===== config.mk =====
export PLATFORM = sky130hd
export DESIGN_NAME = icache_refill_bridge
export DESIGN_NICKNAME = d
export VERILOG_FILES = /design/src/rtl/icache_refill_bridge.sv
export SDC_FILE = /design/constraint.sdc
export NUM_CORES = 1
export LEC_CHECK = 0
export ABC_AREA = 0
export CAP_MARGIN = 10
export CORE_MARGIN = 2
export CORE_UTILIZATION = 42
export DETAILED_ROUTE_END_ITERATION = 7
export PLACE_DENSITY = 0.85
export SYNTH_ARGS = -nofsm -noshare
export SYNTH_HDL_FRONTEND = slang
export SYNTH_SLANG_ARGS = --single-unit

===== constraint.sdc =====
create_clock -name clk -period 2 [get_ports clk]
set_input_delay 0.2 -clock clk [delete_from_list [all_inputs] [get_ports clk]]
set_output_delay 0.2 -clock clk [all_outputs]
set_load 0.005 [all_outputs]

===== src/rtl/icache_refill_bridge.sv =====
// icache line-refill bridge: one request in, one AXI4 INCR burst out,
// beats packed into a full cache line returned with a single pulse.
module icache_refill_bridge #(
    parameter int              ADDR_W = 32,
    parameter int              LINE_W = 256,
    parameter int              AXI_DW = 32,
    parameter int              ID_W   = 4,
    parameter logic [ID_W-1:0] AXI_ID = '0
) (
    input  logic              clk,
    input  logic              rst_n,
    input  logic              icache_mem_read_request,
    input  logic [ADDR_W-1:0] icache_mem_read_addr,
    output logic              mem_ready_to_read,
    output logic              mem_read_addr_ok,
    output logic              mem_return_en,
    output logic [LINE_W-1:0] mem_return_data,
    output logic              mem_return_err,
    output logic [ID_W-1:0]   arid,
    output logic [ADDR_W-1:0] araddr,
    output logic [7:0]        arlen,
    output logic [2:0]        arsize,
    output logic [1:0]        arburst,
    output logic              arvalid,
    input  logic              arready,
    input  logic [ID_W-1:0]   rid,
    input  logic [AXI_DW-1:0] rdata,
    input  logic [1:0]        rresp,
    input  logic              rlast,
    input  logic              rvalid,
    output logic              rready
);

    localparam int BEATS = LINE_W / AXI_DW;
    localparam int CNT_W = $clog2(BEATS);
    localparam logic [CNT_W-1:0]  LAST_BEAT = CNT_W'(BEATS - 1);
    localparam logic [ADDR_W-1:0] OFS_MASK  = ADDR_W'(LINE_W / 8 - 1);
    localparam logic [2:0]        SIZE_ENC  = 3'($clog2(AXI_DW / 8));

    typedef enum logic [1:0] {
        S_IDLE,
        S_AR,
        S_R,
        S_RESP
    } state_t;

    state_t state_q, state_d;

    logic [ADDR_W-1:0]            addr_q;
    logic [BEATS-1:0][AXI_DW-1:0] line_q;
    logic [CNT_W-1:0]             beat_q;
    logic                         err_q;
    logic                         first_q;
    logic                         idle_c, ar_c, r_c, resp_c;
    logic                         accept, beat_fire, beat_end, beat_bad;

    // rid is not checked: only one transaction is ever outstanding
    logic unused_rid;
    assign unused_rid = ^rid;

    always_ff @(posedge clk or negedge rst_n) begin
        if (!rst_n) state_q <= S_IDLE;
        else        state_q <= state_d;
    end

    always_comb begin
        state_d = state_q;
        idle_c  = 1'b0;
        ar_c    = 1'b0;
        r_c     = 1'b0;
        resp_c  = 1'b0;
        unique case (state_q)
            S_IDLE: begin
                idle_c = 1'b1;
                if (icache_mem_read_request) state_d = S_AR;
            end
            S_AR: begin
                ar_c = 1'b1;
                if (arready) state_d = S_R;
            end
            S_R: begin
                r_c = 1'b1;
                if (rvalid && beat_end) state_d = S_RESP;
            end
            S_RESP: begin
                resp_c  = 1'b1;
                state_d = S_IDLE;
            end
            default: state_d = S_IDLE;
        endcase
    end

    assign accept    = idle_c && icache_mem_read_request;
    assign beat_fire = r_c && rvalid;
    assign beat_end  = rlast || (beat_q == LAST_BEAT);
    // early rlast or a missing rlast on the final beat both flag the line
    assign beat_bad  = (rresp != 2'b00) || (rlast != (beat_q == LAST_BEAT));

    always_ff @(posedge clk or negedge rst_n) begin
        if (!rst_n) begin
            addr_q  <= '0;
            line_q  <= '0;
            beat_q  <= '0;
            err_q   <= 1'b0;
            first_q <= 1'b0;
        end else begin
            first_q <= accept;
            if (accept) begin
                addr_q <= icache_mem_read_addr & ~OFS_MASK;
                line_q <= '0;
                beat_q <= '0;
                err_q  <= 1'b0;
            end else if (beat_fire) begin
                line_q[beat_q] <= rdata;
                beat_q         <= beat_q + 1'b1;
                if (beat_bad) err_q <= 1'b1;
            end
        end
    end

    assign mem_ready_to_read = idle_c;
    assign mem_read_addr_ok  = first_q;
    assign mem_return_en     = resp_c;
    assign mem_return_err    = resp_c && err_q;
    assign mem_return_data   = line_q;

    assign arvalid = ar_c;
    assign araddr  = addr_q;
    assign arid    = ar_c ? AXI_ID : '0;
    assign arlen   = ar_c ? 8'(BEATS - 1) : 8'd0;
    assign arsize  = ar_c ? SIZE_ENC : 3'd0;
    assign arburst = ar_c ? 2'b01 : 2'b00;
    assign rready  = r_c;

endmodule


==> Word-level counts from Yosys, hierarchy flattened <==
Cells that the tools add are included.
{ "word_totals": {"elab_cells": 58, "output_inout_bits": 311, "reg_bits": 290, "input_bits": 76} }
{ "op_classes": {"magnitude_cmp": 2, "muxes": 21, "n_addsub": 1, "reduce_logical": 13, "n_eq_ne": 8} }
{ "op_table": {"columns": ["cell", "n"], "rows": [
  ["256-bit 2-to-1 mux", 2],
  ["256-bit bitwise mux", 1],
  ["32-bit demux with 3-bit select", 1],
  ["32-bit 2-to-1 mux", 1],
  ["3-bit 2-to-1 mux", 3],
  ["1-bit 2-to-1 mux", 8],
  ["2-bit 2-to-1 mux", 4],
  ["2-bit one-hot mux with 4 select lines", 1],
  ["2-bit inequality test, second input constant", 3],
  ["2-bit nonzero test", 3],
  ["1-bit logical AND", 5],
  ["2-bit equality test, second input constant", 2],
  ["3-bit by 4-bit less-than comparator with 1-bit output, second input constant", 1],
  ["3-bit by 1-bit adder with 3-bit output, second input constant", 1],
  ["3-bit equality test, second input constant", 1],
  ["3-bit by 1-bit greater-or-equal comparator with 1-bit output, second input constant", 1],
  ["3-bit AND reduction", 1],
  ["2-bit by 1-bit equality test with 1-bit output, second input constant", 1],
  ["2-bit logical NOT", 1],
  ["1-bit logical OR", 2],
  ["2-bit AND reduction", 1],
  ["1-bit inequality test", 1]
]} }

==> Logic depth before layout (Yosys ltp) <==
{ "logic_depth": {"ltp_word": 7, "depth_mapped": 8, "depth_no_buf": 7} }

==> Worst setup path after synthesis <==
No wires, ideal clock.
{ "synth_timing": {"path_kind": "reg2reg", "from": "register state_q[0]", "to": "register line_q (netlist bit mem_return_data[70])", "t_arrival_ps": 1750, "setup_ps": 130, "n_path_buf": 2, "path_stages_with_launch": 8, "required_time_ps": 1870, "synth_period_minus_slack_ps": 1880, "path_slack_ps": 120, "cell_sequence": "dfrtp_1 -> inv_1 -> ha_1 -> a22oi_2 -> or4b_4 -> buf_6 -> buf_12 -> mux2i_1"} }
{ "synth_via": {"elab_chain_len": 4, "word_cells_on_any_way": 8, "classes_between": "1 x eq/ne; 3 x mux; 4 x reduce/logical"} }
{ "synth_rtl": {"columns": ["element", "line_no", "rtl"], "rows": [
  ["start, declared", "47", "state_t state_q, state_d;"],
  ["start signal, assigned", "63", "else state_q <= state_d;"],
  ["2-bit equality test", "72", "unique case (state_q)"],
  ["1-bit 2-to-1 mux", "72", null],
  ["net rready", "31", "output logic rready"],
  ["1-bit logical AND", "94", "assign beat_fire = r_c && rvalid;"],
  ["2-bit nonzero test (no source line)", null, null],
  ["end signal, assigned by index", "114", "line_q[beat_q] <= rdata;"],
  ["end, declared", "50", "logic [BEATS-1:0][AXI_DW-1:0] line_q;"]
]} }
The timed path passes the listed nets, and every way through them passes these cells.
A chain may end at the register's enable or synchronous reset.

==> Worst setup path after layout <==
{ "layout_timing": {"from": "register state_q[0]", "to": "register line_q (netlist bit mem_return_data[81])"} }
{ "layout_via": {"elab_chain_len": 4, "word_cells_on_any_way": 8, "classes_between": "1 x eq/ne; 3 x mux; 4 x reduce/logical"} }
{ "layout_rtl": {"columns": ["element", "line_no"], "rows": [
  ["2-bit equality test or 2-bit logical NOT (tied branches)", "72"],
  ["1-bit 2-to-1 mux", "72"],
  ["1-bit logical AND, on equally long branches", "94, 93"],
  ["2-bit nonzero test (no source line) or 256-bit 2-to-1 mux (tied branches)", null]
]} }
Parallel ways exist; a longest one is shown, timed or not.

==> reports/qor.txt <==
Max transition margin: 65.8%
Comb pwr share: 36.0%
Vias: 9416
Int Power: 15.1 mW
Die width: 174 um
Total wire length: 37.1 mm
Clock sinks: 290
Clock Latency Late Sink: 540 ps
Seq/Total Area, Yosys: 60.1%
Row count: 62
Gr ovfl total: 0
Achievable Freq: 510 MHz
H-Tree Depth: 1
Data required time of the critical path: 2400 ps
Average cell area after synthesis: 11.5 um2
Max Root-Sink Buffers: 3
Vias in the first global route: 9969
DRT Pass-1 Iters: 5
Commonest non-fill, non-tap cell in the layout: nand2_1
Initial cell density of the core: 42.4%
Worst-Margin Slew: 511 ps
Setup violators final: 0
DIE AREA: 30100 um2
Core box area: 28500 um2
Period utilization: 98.0%
Max Slew Vio Count: 0
WP depth: 7
Antenna violations before repair: 0
CP max-delay cell: or4b_4
Post-Syn Area: 12100 um2
CP cell instances: buf_6 -> inv_6 -> ha_4 -> a22oi_2 -> or4b_4 -> buf_16 -> mux2i_1
Clk network pwr share: 26.8%
Gpl congestion: 0.814
Switching portion of total power: 31.1%
Buf/Inv on CP: 3
Iter 0 DRT Violations: 695
Crit Path Max Fanout: 11
Fillers: 2129
Synth area leader: dfrtp_1
Setup TNS: 0 ps
I/O pin total: 387
CP arrival: 2360 ps
Vias/cell: 5.12
Largest net degree at the start of global routing: 57
Post-synth EDFFs: 0
P_leak: 9.36 nW
Layout cells sized above 1: 9.41%
Cell variety after synth: 31
Ys flop type: dfrtp_1
Antenna cells: 0
Crit Path Class: flip-flop to flip-flop
Cells after synthesis: 1049
Worst clock skew: 11.7 ps
Commonest cells after routing, fill and taps aside: 365 x nand2_1, 353 x clkdlybuf4s50_1, 289 x dfrtp_1
Post-DP HPWL: 25.0 mm
Worst Hold Class: input pin to asynchronous set/reset pin
Worst stage delay on the critical path: 600 ps
Max-Cap Viols: 0
Final ANT Viol Nets: 0
Nets: 1517
Asr flop ratio synth: 100%
CP Launch Type: flip-flop
Total CTS buffers: 29
CTS clk-pin slew, worst paths: 60 ps
R2R cell count: 7
Drt wl/cell: 20.2 um
Part of the power in registers: 37.1%
P&R area growth vs syn: 45.8%
First-pass GRT wire length: 56.3 mm
Residual DRC count: 0
Peak VDD IR: 879 uV
Fin Hold WS: 179 ps
Status: completed
Yosys top cell area share: 60.1%
Critical Path Sink Type: flip-flop
I/O Buffers: 360
FF+latch count, synth: 290
Root Buffer: clkbuf_16
RSZ-0062 raised after global routing: yes
Pwr Total: 21.9 mW
Min Clock Period, post-route: 1960 ps
CP delay by family, top: simple AND/OR/NAND/NOR gates
Final instance area: 17600 um2
Synth Warn #: 0
Total Routing Usage GR: 23.7%
PD cells: 1250 nW/um2
Die Y: 174 um
Final Hold Vio Count: 0
CTS tree: yes
P_sw: 6.82 mW
Top area cells in the synthesized netlist: dfrtp_1 60%, mux2i_1 21%, nand2_1 12%
DP Area: 16300 um2
layout make-up:
cell class                      count  area, um2  area share (%)
Clock buffer                       43        868            4.93
Clock inverter                     10        179            1.02
Inverter                            6       27.5           0.156
Multi-Input combinational cell    679       4400            25.0
Sequential cell                   290       7260            41.3
Tap cell                          384        480            2.73
Timing Repair Buffer              428       4390            24.9
kinds of logic (layout without fill, tap and decap cells):
group | Yosys count | after routing | synth area share [%]
other cells | 1 | 17 | 0.0311
compound gates | 7 | 7 | 0.487
flops | 290 | 290 | 60.1
simple gates | 390 | 390 | 12.7
xor+xnor | 1 | 1 | 0.0726
mux | 257 | 257 | 21.3
buf+inv | 96 | 487 | 4.57
fa+ha+maj | 7 | 7 | 0.726
metrics by stage:
step | setup WS (ps) | std cells | utilization, %
2_1_floorplan | 120 | 1065 | -
3_3_place_gp | 98.0 | 1778 | 57.4
3_5_place_dp | 44.4 | 1778 | 57.4
4_1_cts | -14.0 | 1834 | 61.2
5_1_grt | -35.6 | 1840 | 61.8
6_report | 39.2 | 1840 | 61.8
cells in the mapped netlist (all sizes together), types with 2 or more instances:
master and number:
clkbuf 34, nor2 3, nand4b 3, mux2i 256
dfrtp 290, inv 6, a21oi 2, buf 56
nand3 3, ha 7, nand2 373
power groups by stage:
| stage | logic, mW | clock network, mW | registers, mW |
|---|---|---|---|
| after CTS | 7.78 | 5.97 | 8.13 |
| final | 7.90 | 5.88 | 8.15 |
| after floorplan | 3.03 | 0 | 8.19 |
| after global routing | 8.49 | 6.22 | 8.28 |
| after detailed placement | 7.65 | 0 | 8.20 |
| after global placement | 7.40 | 0 | 8.14 |
worst paths after layout:
check	end	slack, ps	startpoint
worst max-delay path	mem_return_data[81]	40	state_q[0]
worst min-delay path	mem_return_data[206]	180	rst_n
worst max register to register	mem_return_data[81]	40	state_q[0]
worst min register to register	araddr[22]	480	araddr[22]
max in group asynchronous	mem_return_data[160]	1040	rst_n
min in group clk	araddr[24]	180	icache_mem_read_addr[24]
layer usage:
layer	track usage (%)	share of wire, %	up-vias
li1	-	-	4170
met1	30.0	41	4731
met2	40.5	49	448
met3	5.09	7.6	67
met4	7.63	3.1	0
met5	0	0	-
worst reg2reg max path: stages, from the launching register on:
cell	delay [ps]
dfrtp_2	440
buf_6	140
inv_6	60
ha_4	130
a22oi_2	100
or4b_4	600
buf_16	210
mux2i_1	150
sequential cells by signal, summed over array words and instances (netlist names):
name and flops:
err_q 1, mem_return_data 256, state_q 2, beat_q 3
mem_read_addr_ok 1, araddr 27
timing repair:
| action | in CTS | in global routing |
|---|---|---|
| endpoints found under the setup margin | 9 | 222 |
| endpoints found under the hold margin | 166 | 0 |
| hold buffers | 1 | 0 |
| resized for setup | 10 | 22 |
| pin swaps | 1 | 1 |
| gates cloned | 0 | 4 |
| setup buffers | 2 | 2 |
(Power assumes the default switching activity.)
